<file path="config.mk">
export PLATFORM = sky130hd
export DESIGN_NAME = amo_sequencer
export DESIGN_NICKNAME = d
export VERILOG_FILES = /design/src/rtl/amo_pkg.sv /design/src/rtl/amo_alu.sv /design/src/rtl/amo_sequencer.sv
export SDC_FILE = /design/constraint.sdc
export NUM_CORES = 1
export LEC_CHECK = 0
export CAP_MARGIN = 30
export CORE_UTILIZATION = 47
export CTS_CLUSTER_SIZE = 12
export DETAILED_ROUTE_END_ITERATION = 16
export GPL_TIMING_DRIVEN = 0
export PLACE_DENSITY = 0.78
export SYNTH_ARGS = -nofsm -noshare
export SYNTH_HDL_FRONTEND = slang
export SYNTH_HIERARCHICAL = 1
export SYNTH_SLANG_ARGS = --single-unit
</file>
<file path="constraint.sdc">
create_clock -name i_clk -period 2.55 [get_ports i_clk]
set_clock_uncertainty 0.15 [all_clocks]
set_input_delay 0.51 -clock i_clk [delete_from_list [all_inputs] [get_ports i_clk]]
set_output_delay 0.51 -clock i_clk [all_outputs]
set_load 0.03 [all_outputs]
</file>
<file path="src/rtl/amo_pkg.sv">
// Shared definitions for the AMO read-modify-write sequencer and its ALU.
// LR/SC encodings are only legal when the design is built with AMO_LRSC_EN.
package amo_pkg;

  localparam int unsigned AMO_ADDR_W = 32;
  localparam int unsigned AMO_DATA_W = 32;

  localparam logic [2:0] AMO_ADD  = 3'b000;
  localparam logic [2:0] AMO_SWAP = 3'b001;
  localparam logic [2:0] AMO_AND  = 3'b010;
  localparam logic [2:0] AMO_OR   = 3'b011;
  localparam logic [2:0] AMO_LR   = 3'b100;
  localparam logic [2:0] AMO_SC   = 3'b101;

  typedef enum logic [2:0] {
    IDLE,
    DRAIN,
    RD_REQ,
    RD_WAIT,
    WR_REQ,
    RSP
  } amo_state_e;

  // Word AMOs are always legal; LR/SC only when the reservation logic exists.
  function automatic logic funct3_legal(input logic [2:0] f3, input logic lrsc_en);
    return (f3[2] == 1'b0) || (lrsc_en && ((f3 == AMO_LR) || (f3 == AMO_SC)));
  endfunction

endpackage

</file>
<file path="src/rtl/amo_alu.sv">
// Combinational AMO update: new memory value from (funct3, old value, rs2).
// SWAP and SC both store the operand unchanged.
module amo_alu
  import amo_pkg::*;
#(
  parameter int unsigned W = AMO_DATA_W
) (
  input  logic [2:0]   i_funct3,
  input  logic [W-1:0] i_old,
  input  logic [W-1:0] i_operand,
  output logic [W-1:0] o_new_c
);

  always_comb begin
    o_new_c = i_operand;
    case (i_funct3)
      AMO_ADD: o_new_c = i_old + i_operand;
      AMO_AND: o_new_c = i_old & i_operand;
      AMO_OR:  o_new_c = i_old | i_operand;
      default: o_new_c = i_operand;
    endcase
  end

endmodule

</file>
<file path="src/rtl/amo_sequencer.sv">
// Sequenced read-modify-write engine for RISC-V AMOs with aq/rl ordering.
// Build option AMO_LRSC_EN adds LR/SC support with a single reservation.
module amo_sequencer
  import amo_pkg::*;
#(
  parameter int unsigned ADDR_W = AMO_ADDR_W,
  parameter int unsigned DATA_W = AMO_DATA_W
) (
  input  logic              i_clk,
  input  logic              i_rst,
  input  logic              i_req_valid,
  output logic              o_req_ready,
  input  logic [2:0]        i_req_funct3,
  input  logic [ADDR_W-1:0] i_req_addr,
  input  logic [DATA_W-1:0] i_req_data,
  input  logic              i_req_aq,
  input  logic              i_req_rl,
  output logic              o_rsp_valid,
  input  logic              i_rsp_ready,
  output logic [DATA_W-1:0] o_rsp_data,
  output logic              o_rsp_err,
  output logic              o_order_hold,
  output logic              o_drain_req,
  input  logic              i_drain_done,
  output logic              o_mem_req,
  output logic              o_mem_we,
  output logic [ADDR_W-1:0] o_mem_addr,
  output logic [DATA_W-1:0] o_mem_wdata,
  input  logic              i_mem_gnt,
  input  logic              i_mem_rvalid,
  input  logic [DATA_W-1:0] i_mem_rdata
);

`ifdef AMO_LRSC_EN
  localparam logic LRSC_EN = 1'b1;
`else
  localparam logic LRSC_EN = 1'b0;
`endif

  amo_state_e        r_state;
  logic [2:0]        r_funct3;
  logic [ADDR_W-1:0] r_addr;
  logic [DATA_W-1:0] r_data;

  logic              w_aligned;
  logic              w_legal;
  logic [DATA_W-1:0] w_new;

  assign w_aligned = (i_req_addr[1:0] == 2'b00);
  assign w_legal   = funct3_legal(i_req_funct3, LRSC_EN);

`ifdef AMO_LRSC_EN
  logic              r_resv_valid;
  logic [ADDR_W-1:0] r_resv_addr;
  logic              w_sc_hit;

  assign w_sc_hit = r_resv_valid && (r_resv_addr == i_req_addr);
`endif

  // New value is formed straight from the returning read data.
  amo_alu #(
    .W(DATA_W)
  ) u_alu (
    .i_funct3 (r_funct3),
    .i_old    (i_mem_rdata),
    .i_operand(r_data),
    .o_new_c  (w_new)
  );

  always_ff @(posedge i_clk) begin
    if (i_rst) begin
      r_state      <= IDLE;
      r_funct3     <= '0;
      r_addr       <= '0;
      r_data       <= '0;
      o_req_ready  <= 1'b1;
      o_rsp_valid  <= 1'b0;
      o_rsp_err    <= 1'b0;
      o_rsp_data   <= '0;
      o_order_hold <= 1'b0;
      o_drain_req  <= 1'b0;
      o_mem_req    <= 1'b0;
      o_mem_we     <= 1'b0;
      o_mem_addr   <= '0;
      o_mem_wdata  <= '0;
`ifdef AMO_LRSC_EN
      r_resv_valid <= 1'b0;
      r_resv_addr  <= '0;
`endif
    end else begin
      case (r_state)
        IDLE: if (i_req_valid) begin
          r_funct3     <= i_req_funct3;
          r_addr       <= i_req_addr;
          r_data       <= i_req_data;
          o_req_ready  <= 1'b0;
          o_order_hold <= i_req_aq;
`ifdef AMO_LRSC_EN
          if (i_req_funct3 == AMO_SC) r_resv_valid <= 1'b0;
`endif
          if (!w_aligned || !w_legal) begin
            r_state     <= RSP;
            o_rsp_valid <= 1'b1;
            o_rsp_err   <= 1'b1;
            o_rsp_data  <= '0;
          end
`ifdef AMO_LRSC_EN
          else if ((i_req_funct3 == AMO_SC) && !w_sc_hit) begin
            r_state     <= RSP;
            o_rsp_valid <= 1'b1;
            o_rsp_data  <= DATA_W'(1);
          end
`endif
          else if (i_req_rl) begin
            r_state     <= DRAIN;
            o_drain_req <= 1'b1;
          end
`ifdef AMO_LRSC_EN
          else if (i_req_funct3 == AMO_SC) begin
            r_state     <= WR_REQ;
            o_mem_req   <= 1'b1;
            o_mem_we    <= 1'b1;
            o_mem_addr  <= i_req_addr;
            o_mem_wdata <= i_req_data;
            o_rsp_data  <= '0;
          end
`endif
          else begin
            r_state    <= RD_REQ;
            o_mem_req  <= 1'b1;
            o_mem_we   <= 1'b0;
            o_mem_addr <= i_req_addr;
          end
        end

        DRAIN: if (i_drain_done) begin
          o_drain_req <= 1'b0;
          o_mem_req   <= 1'b1;
          o_mem_addr  <= r_addr;
`ifdef AMO_LRSC_EN
          if (r_funct3 == AMO_SC) begin
            r_state     <= WR_REQ;
            o_mem_we    <= 1'b1;
            o_mem_wdata <= r_data;
            o_rsp_data  <= '0;
          end else begin
`else
          begin
`endif
            r_state  <= RD_REQ;
            o_mem_we <= 1'b0;
          end
        end

        RD_REQ: if (i_mem_gnt) begin
          r_state   <= RD_WAIT;
          o_mem_req <= 1'b0;
        end

        // Read data is only trusted once the read has been granted.
        RD_WAIT: if (i_mem_rvalid) begin
          o_rsp_data <= i_mem_rdata;
`ifdef AMO_LRSC_EN
          if (r_funct3 == AMO_LR) begin
            r_state      <= RSP;
            o_rsp_valid  <= 1'b1;
            r_resv_valid <= 1'b1;
            r_resv_addr  <= r_addr;
          end else begin
            if (r_addr == r_resv_addr) r_resv_valid <= 1'b0;
`else
          begin
`endif
            r_state     <= WR_REQ;
            o_mem_req   <= 1'b1;
            o_mem_we    <= 1'b1;
            o_mem_wdata <= w_new;
          end
        end

        WR_REQ: if (i_mem_gnt) begin
          r_state     <= RSP;
          o_mem_req   <= 1'b0;
          o_mem_we    <= 1'b0;
          o_rsp_valid <= 1'b1;
        end

        RSP: if (i_rsp_ready) begin
          r_state      <= IDLE;
          o_rsp_valid  <= 1'b0;
          o_rsp_err    <= 1'b0;
          o_order_hold <= 1'b0;
          o_req_ready  <= 1'b1;
        end

        default: begin
          r_state      <= IDLE;
          o_req_ready  <= 1'b1;
          o_rsp_valid  <= 1'b0;
          o_rsp_err    <= 1'b0;
          o_order_hold <= 1'b0;
          o_drain_req  <= 1'b0;
          o_mem_req    <= 1'b0;
          o_mem_we     <= 1'b0;
        end
      endcase
    end
  end

endmodule

</file>
Yosys cells after proc, flatten, opt, wreduce, memory -nomap -nowiden
Cells that the tools add are included.
- add/sub/neg operators: 1
- multipliers: 0
- div/mod/pow operators: 0
- order comparisons: 0
- equal/unequal tests: 18
- shift-type cells: 0
- muxes and demuxes: 46
- bitwise logic cells: 7
- reductions and logical operators: 23
- operators by type and width (kind ; number):
    32-bit two-way mux ; 7
    32-bit one-hot mux with 2 select lines ; 2
    32-bit one-hot mux with 3 select lines ; 1
    32-bit adder ; 1
    32-bit bitwise AND ; 1
    32-bit bitwise OR ; 1
    3-bit two-way mux ; 7
    1-bit two-way mux ; 20
    2-bit != test, second input constant ; 10
    3-bit one-hot mux with 6 select lines ; 1
    5-bit AND reduction ; 3
    7-bit AND reduction ; 2
    3-bit by 2-bit equality test with 1-bit output, second input constant ; 4
    1-bit one-hot mux with 3 select lines ; 4
    1-bit one-hot mux with 5 select lines ; 2
    4-bit AND reduction ; 2
    4-bit OR reduction ; 2
    3-bit equality test, second input constant ; 2
    3-bit zero test ; 2
    6-bit AND reduction ; 1
    1-bit NOT ; 5
    1-bit one-hot mux with 4 select lines ; 1
    2-bit AND reduction ; 2
    2-bit nonzero test ; 2
    9 further kinds ; 10
- bits in registers: 173
- bits in latches: 0
- memory bits (writable): 0
- ROM bits: 0
- bits of input ports: 108
- output and inout bits: 103
- word-level logic and storage cells: 109
- memories: 0

Logic depth before layout (Yosys ltp)
- depth in word-level cells: 6
- gate-level depth with buffers: 13
- gate-level depth less buffers: 13

By module
The synthesis kept the hierarchy.
- by module, submodules not included (module ; times used ; cells an instance ; area each (um^2) ; seq. area each (um^2)):
    amo_sequencer ; 1 ; 793 ; 6532.5 ; 3463.3
    amo_alu ; 1 ; 515 ; 3368.2 ; 0.0

Worst setup path before layout
OpenSTA, ideal clock, no wires.
- kind: input to register
- start point: input port i_mem_rdata[0]
- end point: register o_mem_wdata[28]
- library setup time: 0.070 ns
- data arrival time: 2.543 ns
- required time: 2.330 ns
- path slack: -0.214 ns
- stages on the path: 12
- buffers on the path: 0
- path through: ha_1 > inv_1 > fa_1 > nor2b_1 > o2111ai_1 > a21oi_1 > o22ai_1 > o21ai_1 > a41oi_1 > o41ai_1 > nand2_1 > a21oi_1
- longest elaborated chain between the ends: 2
- RTL lines (what ; line ; source):
    start: declaration ; amo_sequencer.sv:31 ; input logic [DATA_W-1:0] i_mem_rdata
    32-bit adder ; amo_alu.sv:17 ; AMO_ADD: o_new_c = i_old + i_operand;
    32-bit one-hot mux with 3 select lines ; amo_alu.sv:16 ; case (i_funct3)
    named net w_new[28] ; amo_sequencer.sv:47 ; logic [DATA_W-1:0] w_new;
    end signal: assignment ; amo_sequencer.sv:177 ; o_mem_wdata <= w_new;
    end: declaration ; amo_sequencer.sv:28 ; output logic [DATA_W-1:0] o_mem_wdata,
The timed path passes the listed nets, and every way through them passes these cells.
A chain may end at the register's enable or synchronous reset.

Worst setup path after layout
- start point: register r_data[0]
- end point: register o_mem_wdata[28]
- longest elaborated chain between the ends: 2
- RTL lines (what ; line ; source):
    start: declaration ; amo_sequencer.sv:43 ; logic [DATA_W-1:0] r_data;
    start signal: assignment ; amo_sequencer.sv:95 ; r_data <= i_req_data;
    32-bit adder ; amo_alu.sv:17 ;
    32-bit one-hot mux with 3 select lines ; amo_alu.sv:16 ;
    named net w_new[28] ; amo_sequencer.sv:47 ;
The timed path passes the listed nets, and every way through them passes these cells.

==> flow_results.org <==
** CTS
- Post-CTS Hold Buffers :: 0
- CTS built an H-tree with a depth of 4.
- Clock tree buffer depth :: 2
- Root buffer cell :: sky130_fd_sc_hd__clkbuf_16
- Post-CTS clock slew at the launch and capture registers of the worst setup and hold paths :: around 70 ps
- Source-to-sink clock delay at the later pin of the worst-skew pair :: roughly 440 ps
- TritonCTS built the clock tree.
- For this design, the sink count on the clock tree is around 170.
- CTS buffer count :: 17

** Job
- Max-cap violations in this run came to 0.

** Critical path
- Buffers plus inverters on the worst setup path :: 1
- In this run the worst setup path begins at r_data[0].
- Along the worst path, the maximum fanout reaches 3.
- Classification of the worst setup path :: reg2reg
- For the worst setup path, the data arrival time is 2970 ps.
- Startpoint class of the critical path :: register
- Crit-path slowest cell :: sky130_fd_sc_hd__o41ai_2
- STA puts the critical path data required time at between 2000 and 3000 ps.
- For this run, the slowest stage of the critical path takes 380 ps.
- Traced cell by cell, the critical path runs through ha_4 -> inv_2 -> fa_2 -> nor2b_4 -> o2111ai_4 -> a21oi_4 -> o22ai_4 -> o21ai_4 -> a41oi_2 -> o41ai_2 -> nand2_1 -> a21oi_2.
- Largest delay share family, worst path :: compound AO/OA/AOI/OAI gates
- Launch point of the worst reg-to-reg path :: r_data[0]
- Type of destination of the critical path :: register

** Die
- Die Area :: about 22,000 um^2
- Die X :: about 150 um
- The die is between 100 and 150 um tall.
- The floorplan has 52 rows.
- Num ports :: between 200 and 250
- Starting density of the core :: 48.5%
- Area of the core :: approximately 20,000 um^2

** Global routing
- Pin count of the biggest net entering global routing :: 19
- The first global-routing pass estimated around 52 mm of wire.
- Global routing finished with a remaining overflow of 0.
- The initial antenna violation count was 3.
- The via count of the first global-routing pass came to 9,956.
- Across every metal layer, demand over resource in global routing totals a little under a third.

** Layout
- Area growth from synthesis to final layout :: 40.0%
- Most common cell after layout, fill and taps aside :: sky130_fd_sc_hd__nand2_1
- Antenna diodes :: 0
- Nets@finish :: approximately 1,700
- Non-filler instance count after layout :: 1,845
- Share of layout cells above drive strength 1 :: 15.3%
- The library cells used most frequently in the layout, excluding fill and tap cells, are 269 x sky130_fd_sc_hd__nand2_1, 209 x sky130_fd_sc_hd__a21oi_1, 179 x sky130_fd_sc_hd__clkdlybuf4s50_1.

** Placed design
- Total placed cells including tap cells :: about 1,800
- Port buffering added 210 buffers.
- Final weighted congestion in routability-driven placement :: 0.995
- After legalization and detailed placement, the total HPWL measured approximately 24 mm.

** Synthesis
- For this run, the leading register cell type out of synthesis is sky130_fd_sc_hd__dfxtp_1.
- Post-synthesis cell count :: between 1,000 and 1,500
- Register bit count reported by yosys :: 173
- For this run, asynchronously set or reset flops after synthesis account for 0%.
- Part of the Yosys area used for sequential elements :: 35.0%
- In this run, distinct cell masters in the synthesized netlist total 69.
- Syn nets :: approximately 1,500
- Counting flops with a built-in enable in the synthesized netlist gives 0.
- Syn. warnings :: 6
- Post-synthesis instance area :: between 9000 and 10,000 um^2
- Avg Inst Size Synth :: between 7 and 8 um^2

** STA
- Across all setup checks in the final design, the least slack found is -200 ps.
- Setup violations remaining at the end of the flow were counted as 17.
- In the finished design, the share of the clock period the worst path needs comes to 108%.
- Final slew viol count :: 0
- Tmin final :: 2750 ps
- Setup repair after global routing could not meet its margin everywhere.
- In this run the tightest slew margin relative to its limit is roughly half.
- Max Clock Freq :: between 300 and 400 MHz
- Total Negative Setup Slacks :: -1750 ps
- At the pin with the least slew margin, the transition time is 774 ps.
- The number of failing hold endpoints at the final stage was 0.

** Routing
- The routed layout has about 10,000 vias.
- Average via count per standard cell :: between 5 and 6
- Summed over all layers, the routed wires come to ~33 mm.
- Router iterations before antenna repair :: 7
- For this run, design rule violations remaining after detail routing come to 0.
- In this run the remaining antenna-violating nets after routing total 0.
- Routed wire per std cell :: 18.1 um
- For this block, the initial DRC count from the detailed router was ~770.

** Worst hold path
- The worst hold path belongs to the class in2reg.
- In this run the most critical hold path is launched from i_mem_rdata[2].

** Status
- Violated checks :: setup timing
- Run status :: complete, but fails checks

** Power and ir drop
- VDD IR max :: 0.689 mV
- Leakage dissipation :: between 5 and 6 nW
- P per Cell Area :: about 840 nW/um^2
- PnR Total Power :: 11.6 mW
==> sequential cells by signal (all words and copies together), names as in the netlist, 3 cells and up <==
name	count
o_mem_wdata	32
r_data	32
r_funct3	3
o_rsp_data	32
r_state	3
r_addr	32
o_mem_addr	32
==> final timing paths <==
check,to,cells past startpoint,slack [ps]
setup / recovery,o_mem_wdata[28],12,-200
hold / removal,o_rsp_data[2],3,200
setup reg to reg,o_mem_wdata[28],12,-200
hold reg to reg,r_addr[18],2,310
==> where the power goes <==
part / total [mW] / switching, mW / leakage (nW) / internal [mW]
clock: 2.55 / 1.25 / 0.268 / 1.30
combinational: 5.61 / 3.36 / 3.46 / 2.26
sequential: 3.42 / 0.282 / 1.41 / 3.14
total: 11.6 / 4.89 / 5.15 / 6.70
==> cell usage after synthesis (6+ instances only) <==
cell type	count	area [um^2]
sky130_fd_sc_hd__xnor2_1	18	158
sky130_fd_sc_hd__o21bai_1	6	45.0
sky130_fd_sc_hd__o21ai_1	6	30.0
sky130_fd_sc_hd__a22oi_1	7	52.6
sky130_fd_sc_hd__ha_1	64	801
sky130_fd_sc_hd__a211oi_1	60	450
sky130_fd_sc_hd__nand2b_1	6	37.5
sky130_fd_sc_hd__nand3_1	43	215
sky130_fd_sc_hd__a21oi_1	232	1160
sky130_fd_sc_hd__buf_2	29	145
sky130_fd_sc_hd__xor2_1	8	70.1
sky130_fd_sc_hd__nor2_1	76	285
sky130_fd_sc_hd__o21ai_0	34	170
sky130_fd_sc_hd__a21o_1	6	45.0
sky130_fd_sc_hd__nor2b_1	10	62.6
sky130_fd_sc_hd__nand2_1	269	1010
sky130_fd_sc_hd__nand4_1	6	37.5
sky130_fd_sc_hd__clkbuf_1	50	188
sky130_fd_sc_hd__mux2i_1	38	380
sky130_fd_sc_hd__buf_4	6	45.0
sky130_fd_sc_hd__o22ai_1	8	50.1
sky130_fd_sc_hd__dfxtp_1	173	3460
sky130_fd_sc_hd__inv_1	76	285
==> what timing repair did <==
item                       CTS  global route
pin swaps                   45            28
setup endpoints to repair   27            36
buffers inserted            19             8
resized for setup          116            73
==> layer usage <==
layer | share of wire [%] | global-route usage, % | up-vias | routed length [um]
li1 | - | - | 4994 | -
met1 | 40 | 35.6 | 4840 | 13400
met2 | 47 | 50.5 | 481 | 15800
met3 | 9.5 | 9.72 | 81 | 3160
met4 | 3.2 | 13.0 | 6 | 1060
met5 | 0.11 | 0 | - | 37
==> kinds of logic after synthesis <==
| logic type | Yosys count | synth area share [%] |
|---|---|---|
| AO/OA/AOI/OAI | 397 | 24.0 |
| buffers and inverters | 173 | 7.77 |
| adder cells (fa/ha/maj) | 65 | 8.29 |
| XOR/XNOR | 26 | 2.30 |
| multiplexers | 40 | 4.07 |
| AND/OR/NAND/NOR | 434 | 18.6 |
| flip-flops | 173 | 35.0 |
==> through the flow <==
step	area [um^2]	setup WS [ps]	util [%]	hold slack, ps
after global routing	13900	-282	67.9	209
after global placement	12600	-1230	61.4	282
final	13900	-200	67.9	197
after floorplan	10100	-99.4	-	285
after CTS	13600	-178	66.4	206
after detailed placement	12600	-1210	61.4	298
==> worst min-delay path: stages <==
cell and delay, ps:
sky130_fd_sc_hd__clkbuf_2 120, sky130_fd_sc_hd__nand2_1 60, sky130_fd_sc_hd__a21oi_1 50
==> cell type report <==
type / instances / area (um^2)
inverter: 77 / 295
tap: 270 / 338
buffer: 95 / 500
timing repair buffer: 237 / 2300
clock buffer: 17 / 425
multi-input combinational: 962 / 6370
clock inverter: 14 / 150
fill: 1720 / 6570
sequential: 173 / 3480
(Power assumes the default switching activity.)
